**src/rtl/if_fetch_stage_if.sv**
```systemverilog
// Fetch-stage bus: instruction memory port, decode handshake and redirect.
// master = fetch stage, slave = memory/decode/branch side.
interface if_fetch_stage_if;
  logic        imem_en;
  logic [63:0] imem_addr;
  logic [31:0] imem_rdata;
  logic        inst_valid;
  logic [31:0] inst_word;
  logic [63:0] inst_pc;
  logic        dec_ready;
  logic        redirect_valid;
  logic [63:0] redirect_target;

  modport master (
    output imem_en, imem_addr,
    output inst_valid, inst_word, inst_pc,
    input  imem_rdata, dec_ready,
    input  redirect_valid, redirect_target
  );

  modport slave (
    input  imem_en, imem_addr,
    input  inst_valid, inst_word, inst_pc,
    output imem_rdata, dec_ready,
    output redirect_valid, redirect_target
  );
endinterface

```
**src/rtl/if_fetch_stage.sv**
```systemverilog
// Instruction fetch: PC, 1-cycle imem issue, in-order queue, redirect flush.
// Define IF_FETCH_PREDECODE_EN to fold unconditional B into fetch.
module if_fetch_stage #(
  parameter int          DEPTH    = 2,
  parameter logic [63:0] RESET_PC = 64'd0
) (
  input logic clk,
  input logic reset,
  if_fetch_stage_if.master bus
);

  localparam int PW = (DEPTH > 1) ? $clog2(DEPTH) : 1;
  localparam int CW = $clog2(DEPTH + 1);

  typedef struct packed {
    logic [31:0] word;
    logic [63:0] pc;
  } entry_t;

  entry_t        q [DEPTH];
  logic [PW-1:0] head;
  logic [PW-1:0] tail;
  logic [CW-1:0] count;
  logic [63:0]   pc;
  logic          inflight;
  logic [63:0]   inflightPc;
  logic          inflightEpoch;
  logic          epoch;

  logic          pop;
  logic          push;
  logic          rspLive;
  logic          selfRedir;
  logic [63:0]   bTarget;
  logic [4:0]    occ;
  logic          issue;
  logic [PW-1:0] headNext;
  logic [PW-1:0] tailNext;
  logic          unusedBits;

  assign unusedBits = ^bus.redirect_target[1:0];

  assign bus.inst_valid = (count != '0) && !bus.redirect_valid;
  assign bus.inst_word  = q[head].word;
  assign bus.inst_pc    = q[head].pc;
  assign pop = bus.inst_valid && bus.dec_ready;

  // Responses from a stale epoch or in a redirect cycle are discarded
  assign rspLive = inflight && (inflightEpoch == epoch)
                && !bus.redirect_valid;

`ifdef IF_FETCH_PREDECODE_EN
  assign selfRedir = rspLive && (bus.imem_rdata[31:26] == 6'b000101);
  assign bTarget   = inflightPc
                   + {{36{bus.imem_rdata[25]}}, bus.imem_rdata[25:0], 2'b00};
`else
  assign selfRedir = 1'b0;
  assign bTarget   = 64'd0;
`endif

  assign push = rspLive && !selfRedir;

  assign occ = 5'(count) + 5'(inflight) - 5'(pop);
  assign issue = reset && (occ < 5'(DEPTH))
              && !bus.redirect_valid && !selfRedir;

  assign bus.imem_en   = issue;
  assign bus.imem_addr = pc;

  assign headNext = (head == PW'(DEPTH - 1)) ? '0 : head + 1'b1;
  assign tailNext = (tail == PW'(DEPTH - 1)) ? '0 : tail + 1'b1;

  always_ff @(posedge clk or negedge reset) begin
    if (!reset) begin
      for (int i = 0; i < DEPTH; i++) q[i] <= '0;
      head          <= '0;
      tail          <= '0;
      count         <= '0;
      pc            <= RESET_PC;
      inflight      <= 1'b0;
      inflightPc    <= '0;
      inflightEpoch <= 1'b0;
      epoch         <= 1'b0;
    end else if (bus.redirect_valid) begin
      head     <= '0;
      tail     <= '0;
      count    <= '0;
      epoch    <= ~epoch;
      inflight <= 1'b0;
      pc       <= {bus.redirect_target[63:2], 2'b00};
    end else begin
      unique case (1'b1)
        selfRedir: begin
          epoch <= ~epoch;
          pc    <= bTarget;
        end
        issue:   pc <= pc + 64'd4;
        default: ;
      endcase
      inflight <= issue;
      if (issue) begin
        inflightPc    <= pc;
        inflightEpoch <= epoch;
      end
      if (push) begin
        q[tail] <= '{word: bus.imem_rdata, pc: inflightPc};
        tail    <= tailNext;
      end
      if (pop) head <= headNext;
      count <= count + CW'(push) - CW'(pop);
    end
  end

endmodule

```
**src/flat_wrapper.sv**
```systemverilog
// flat-port wrapper written by rule: the top's interface ports become plain ports
module if_fetch_stage_flat 
#(
  parameter int          DEPTH    = 2,
  parameter logic [63:0] RESET_PC = 64'd0
)
  (clk, reset, bus_imem_en, bus_imem_addr, bus_inst_valid, bus_inst_word, bus_inst_pc, bus_imem_rdata, bus_dec_ready, bus_redirect_valid, bus_redirect_target);
  if_fetch_stage_if bus_i ();
  input logic clk;
  input logic reset;
  output wire logic [$bits(bus_i.imem_en)-1:0] bus_imem_en;
  output wire logic [$bits(bus_i.imem_addr)-1:0] bus_imem_addr;
  output wire logic [$bits(bus_i.inst_valid)-1:0] bus_inst_valid;
  output wire logic [$bits(bus_i.inst_word)-1:0] bus_inst_word;
  output wire logic [$bits(bus_i.inst_pc)-1:0] bus_inst_pc;
  input wire logic [$bits(bus_i.imem_rdata)-1:0] bus_imem_rdata;
  input wire logic [$bits(bus_i.dec_ready)-1:0] bus_dec_ready;
  input wire logic [$bits(bus_i.redirect_valid)-1:0] bus_redirect_valid;
  input wire logic [$bits(bus_i.redirect_target)-1:0] bus_redirect_target;
  assign bus_imem_en = bus_i.imem_en;
  assign bus_imem_addr = bus_i.imem_addr;
  assign bus_inst_valid = bus_i.inst_valid;
  assign bus_inst_word = bus_i.inst_word;
  assign bus_inst_pc = bus_i.inst_pc;
  assign bus_i.imem_rdata = bus_imem_rdata;
  assign bus_i.dec_ready = bus_dec_ready;
  assign bus_i.redirect_valid = bus_redirect_valid;
  assign bus_i.redirect_target = bus_redirect_target;
  if_fetch_stage #(.DEPTH(DEPTH), .RESET_PC(RESET_PC)) u_core (.clk(clk), .reset(reset), .bus(bus_i));
endmodule
```
**config.mk**
```make
export PLATFORM = sky130hd
export DESIGN_NAME = if_fetch_stage_flat
export DESIGN_NICKNAME = d
export VERILOG_FILES = /design/src/rtl/if_fetch_stage_if.sv /design/src/rtl/if_fetch_stage.sv /design/src/flat_wrapper.sv
export SDC_FILE = /design/constraint.sdc
export NUM_CORES = 1
export LEC_CHECK = 0
export BUFFER_PORTS_ARGS = -buffer_cell sky130_fd_sc_hd__buf_4
export CORE_MARGIN = 10
export CORE_UTILIZATION = 40
export DETAILED_ROUTE_END_ITERATION = 12
export GPL_TIMING_DRIVEN = 0
export MAX_ROUTING_LAYER = met4
export PLACE_DENSITY = 0.59
export SKIP_LAST_GASP = 1
export SLEW_MARGIN = 0
export SYNTH_ARGS = -nofsm -noshare
export SYNTH_HDL_FRONTEND = slang
export SYNTH_SLANG_ARGS = --single-unit
export TNS_END_PERCENT = 1
```
**constraint.sdc**
```tcl
create_clock -name clk -period 4.7 [get_ports clk]
set_clock_uncertainty 0.15 [all_clocks]
set_input_delay 0.235 -clock clk [delete_from_list [all_inputs] [get_ports clk]]
set_output_delay 0.235 -clock clk [all_outputs]
set_load 0.02 [all_outputs]
```
Word level (Yosys, flattened, before mapping) --
Index checks and enable logic that the tools add are counted.
Storage, ports and cells: register bits 327, input bits 100, output and inout bits 162, word-level logic and storage cells 58
Cells by class: $add $sub $neg 7, magnitude comparators 4, eq/ne operators 1, mux-type cells 16, bitwise operators 4, reductions and logical operators 14
Operator list (number):
- $mux 96 | 4
- $bwmux 192 | 1
- $mux 64 | 2
- $demux 96 s1 | 1
- $add 64x3->64 const B | 1
- $reduce_bool 2->1 | 4
- $logic_and 1x1->1 | 7
- $mux 1 | 7
- $lt 5x2->1 const B | 1
- $sub 5x1->5 | 1
- $ge 2x2->1 const B | 2
- $not 1->2 | 2
- $reduce_and 2->1 | 2
- $add 2x1->3 | 1
- $add 1x1->1 const B | 2
- $add 2x1->2 | 1
- $lt 2x1->1 const B | 1
- $mux 2 | 1
- $not 1->1 | 2
- $sub 2x1->2 | 1
- $eq 1x1->1 | 1
- $logic_not 1->1 | 1

Depth between registers and ports, before layout --
depth in word-level cells 9, depth in mapped cells 13, gate-level depth less buffers 11

Least setup slack after synthesis --
No wires, ideal clock.
kind register -> register, start point reg u_core.inflight, end point reg u_core.inflightPc[54], library setup time 0.125 ns, arrival time 3.096 ns, required time 4.425 ns, setup slack 1.329 ns, cell stages (with the launch flop) 9, buffers on the path 1, period minus slack after synthesis 3.371 ns, cells stage by stage dfrtp_1 ha_1 or3_1 fa_1 nor3b_1 o31ai_1 nor2_1 clkbuf_1 mux2_2
Between the ends: longest elaborated chain between the ends 6
RTL lines:
- start, declared | RTL line if_fetch_stage.sv:25 | logic inflight;
- start signal, assigned | RTL line if_fetch_stage.sv:100 | inflight <= issue;
- $add 2x1->3 | RTL line if_fetch_stage.sv:63 | assign occ = 5'(count) + 5'(inflight) - 5'(pop);
- $sub 5x1->5 | RTL line if_fetch_stage.sv:63
- $lt 5x2->1 | RTL line if_fetch_stage.sv:64 | assign issue = reset && (occ < 5'(DEPTH))
- $logic_and 1x1->1 | RTL line if_fetch_stage.sv:64
- $logic_and 1x1->1 | RTL line if_fetch_stage.sv:65 | && !bus.redirect_valid && !selfRedir;
- named net bus_imem_en | RTL line flat_wrapper.sv:11 | output wire logic [$bits(bus_i.imem_en)-1:0] bus_imem_en;
- $reduce_and 2->1 (no line)
- end signal, assigned | RTL line if_fetch_stage.sv:102 | inflightPc <= pc;
- end, declared | RTL line if_fetch_stage.sv:26 | logic [63:0] inflightPc;
The timed path passes the listed nets, and every way through them passes these cells. A chain may end at the register's enable or synchronous reset.

Final worst setup path --
start point reg u_core.inflight, end point out bus_imem_en
Between the ends: longest elaborated chain between the ends 5
RTL lines (RTL line):
- $add 2x1->3 | if_fetch_stage.sv:63
- $sub 5x1->5 | if_fetch_stage.sv:63
- $lt 5x2->1 | if_fetch_stage.sv:64
- $logic_and 1x1->1 | if_fetch_stage.sv:64
- $logic_and 1x1->1 | if_fetch_stage.sv:65
- end, declared | flat_wrapper.sv:11
Every way passes these cells.

==> summary.txt <==
status -> finished clean
MaxCap Viol Count -> 0
I/O pin count -> 262
CTS tree -> done
unrepaired setup endpoints after global routing -> false
Worst Max-Slew Pin Slew -> 1210 ps
die area -> 44600 µm²
htree depth -> 2
CP max FO -> 11
antenna violations before repair -> 4
via/cell ratio -> 5.31
fin crit share -> 0.920
P_leak -> 8.58 nW
GRT Residual Overflow -> 0
share of the synthesized area in the top cell type -> 0.546
Area Growth Syn to Fin -> 32.7%
Root Driver -> clkbuf_16
vias in the first global route -> 11.4k
post-synth top area cell -> dfrtp_1
Seq/Total Area, Yosys -> 0.546
count leader, synth -> mux2_2
Port Buf Inserts -> 254
Yosys cell types -> 58
#FFs+latches synth -> 319
Fmax achieved -> 231 MHz
critical path startpoint category -> flop
Hold Fails Final Rpt -> 0
gr usage total -> 0.196
initial drt markers -> 654
Avg WL per Cell -> 21.2 µm
Max Slew Vio Count -> 0
WP data arrival -> 3940 ps
first-pass GRT wire length -> 67300 µm
Clk Latency, worst-skew pair -> 530 ps
Util after Layout -> 0.541
Std-Cell Rows -> 69
drt total wl -> 43000 µm
endpoint class of the critical path -> primary output
Commonest cells post-synth -> mux2_2 (347), dfrtp_1 (319), nand2_1 (53)
total power -> 10.9 mW
placed cell area -> 17200 µm²
ys async rst share -> 1.00
DRC Markers -> 0
warnings from Yosys -> 0
CTS sink count -> 319
count of endpoints failing setup in the final report -> 0
Most used DFF post-synth -> dfrtp_1
Data required, critical path -> 4320 ps
Routed Antenna Nets -> 0
synthesized area per cell -> 12.8 µm²
VDD IR max -> 380 µV
post-route cell area -> 19400 µm²
CTS buffer count -> 37
total core area -> 35800 µm²
Chip Height -> 211 µm
DP HPWL -> 30500 µm
top post-synthesis cells by area -> dfrtp_1 (55%), mux2_2 (27%), a31oi_1 (1.5%), o21ai_0 (1.4%), nand2_1 (1.4%)
fin nets -> 1648
Hold Crit Class -> primary input to flop
Pre-Repair DR Iteration Count -> 5
post-synthesis cell area -> 14600 µm²
number of synthesized flops with an enable pin -> 0
GPL Wtd Cong -> 0.838
Mapped Cells -> 1144
Initial Util -> 0.408
Power Density -> 562 nW/µm²
pin count of the biggest net entering global routing -> 120
CP Class -> flop to primary output
Via Count -> 10.8k
Chip Width -> 211 µm
CP max-delay cell -> nor2_2
critical path cell sequence -> ha_1, or3_1, fa_1, nor3b_1, o31ai_1, nor2_2, clkbuf_1, buf_4
Max stage delay on crit path -> 630 ps
Max clock buf depth -> 3
Slew headroom -> 0.187
proportion of layout cells with a drive suffix above 1 -> 0.441
Period minus WS final -> 4320 ps
clk slew on worst S/H paths -> 60 ps
## cell families (layout without fill, tap and decap cells)
family	Yosys count	in the layout	synth area share
mux	348	348	0.268
xor+xnor	25	25	0.0150
other cells	1	7	0.000256
simple gates	250	250	0.0921
fa+ha+maj	9	9	0.00822
compound gates	107	107	0.0458
buf+inv	85	505	0.0247
flops	319	319	0.546
## report_power, final
group          total (mW)  leakage [nW]  switching [mW]  internal, mW
Sequential           4.28          3.91           0.578          3.70
Combinational        3.77          4.06            1.79          1.98
Clock                2.85         0.611            1.14          1.71
Total                10.9          8.58            3.51          7.39
## final timing paths
kind	from	slack, ps	cells past startpoint	end
setup / recovery	u_core.inflight	380	8	bus_imem_en
hold / removal	bus_redirect_valid	70	4	u_core.bus.imem_addr[55]
setup reg to reg	u_core.inflight	730	8	u_core.inflightEpoch
hold reg to reg	u_core.q[60]	350	1	u_core.q[60]
max in group asynchronous	reset	3210	4	u_core.q[136]
min in group asynchronous	reset	160	3	u_core.q[186]
## flip-flops by register name, indices dropped and copies added, names as in the netlist
signal                cells
u_core.inflightPc        62
u_core.inflightEpoch      1
u_core.epoch              1
u_core.count              2
u_core.tail               1
u_core.inflight           1
u_core.bus.imem_addr     62
u_core.head               1
u_core.q                188
## cells in the final DEF, fill, tap and decap left out, types with 8 or more instances in the layout
cell type      instances
or3_1                 21
ha_1                   8
xor2_1                10
nand4_1               24
o31ai_1               13
nor3_1                 9
xnor2_1               15
o21ai_0               40
nor2_1                46
buf_4                257
dlygate4sd3_1         98
mux2_2               347
clkbuf_16             39
or4_1                 13
a31oi_1               34
inv_1                 18
clkbuf_1              58
nand2_1               53
dfrtp_1              319
nand3_1               29
clkbuf_8              12
nor4_1                13
## what timing repair did
action	4_1_cts	5_1_grt
hold buffers	97	0
gates resized for setup	0	1
endpoints found under the setup margin	0	1
buffers inserted	0	0
endpoints found under the hold margin	226	0
## worst max-delay path, delay by kind of cell, from the launching register on
kind,cells,cell delay (ps)
adder cells (fa/ha/maj),2,690
flip-flops,1,400
buffers and inverters,2,750
AND/OR/NAND/NOR,3,1350
AO/OA/AOI/OAI,1,210
## through the flow
stage / std cells / hold WS [ps] / TNS, ps / setup WS (ps)
6_report: 2031 / 70.4 / 0 / 378
3_3_place_gp: 1862 / 300 / -149450 / -1690
3_5_place_dp: 1864 / 158 / 0 / 418
4_1_cts: 2028 / 40.2 / 0 / 1.30
2_1_floorplan: 1147 / -211 / 0 / 1330
5_1_grt: 2031 / 104 / 0 / 185
## cell type report
type | count | area (µm²)
diodes | 3 | 7.51
flip-flops and latches | 319 | 7980
clock buffers | 58 | 1170
plain buffers | 66 | 290
repair buffers | 353 | 2960
clock inverters | 9 | 52.6
inverters | 19 | 71.3
multi-input cells | 743 | 6290
well taps | 461 | 577
fillers | 3059 | 16400
## metal layers
| metal | track usage | wire, µm | up-vias |
|---|---|---|---|
| met5 | - | 0 | - |
| met1 | 0.260 | 20100 | 5469 |
| met2 | 0.304 | 19900 | 283 |
| li1 | - | - | 4971 |
| met3 | 0.0398 | 2150 | 53 |
| met4 | 0.0467 | 804 | 0 |
No activity file was read; power rests on OpenSTA's default activity.
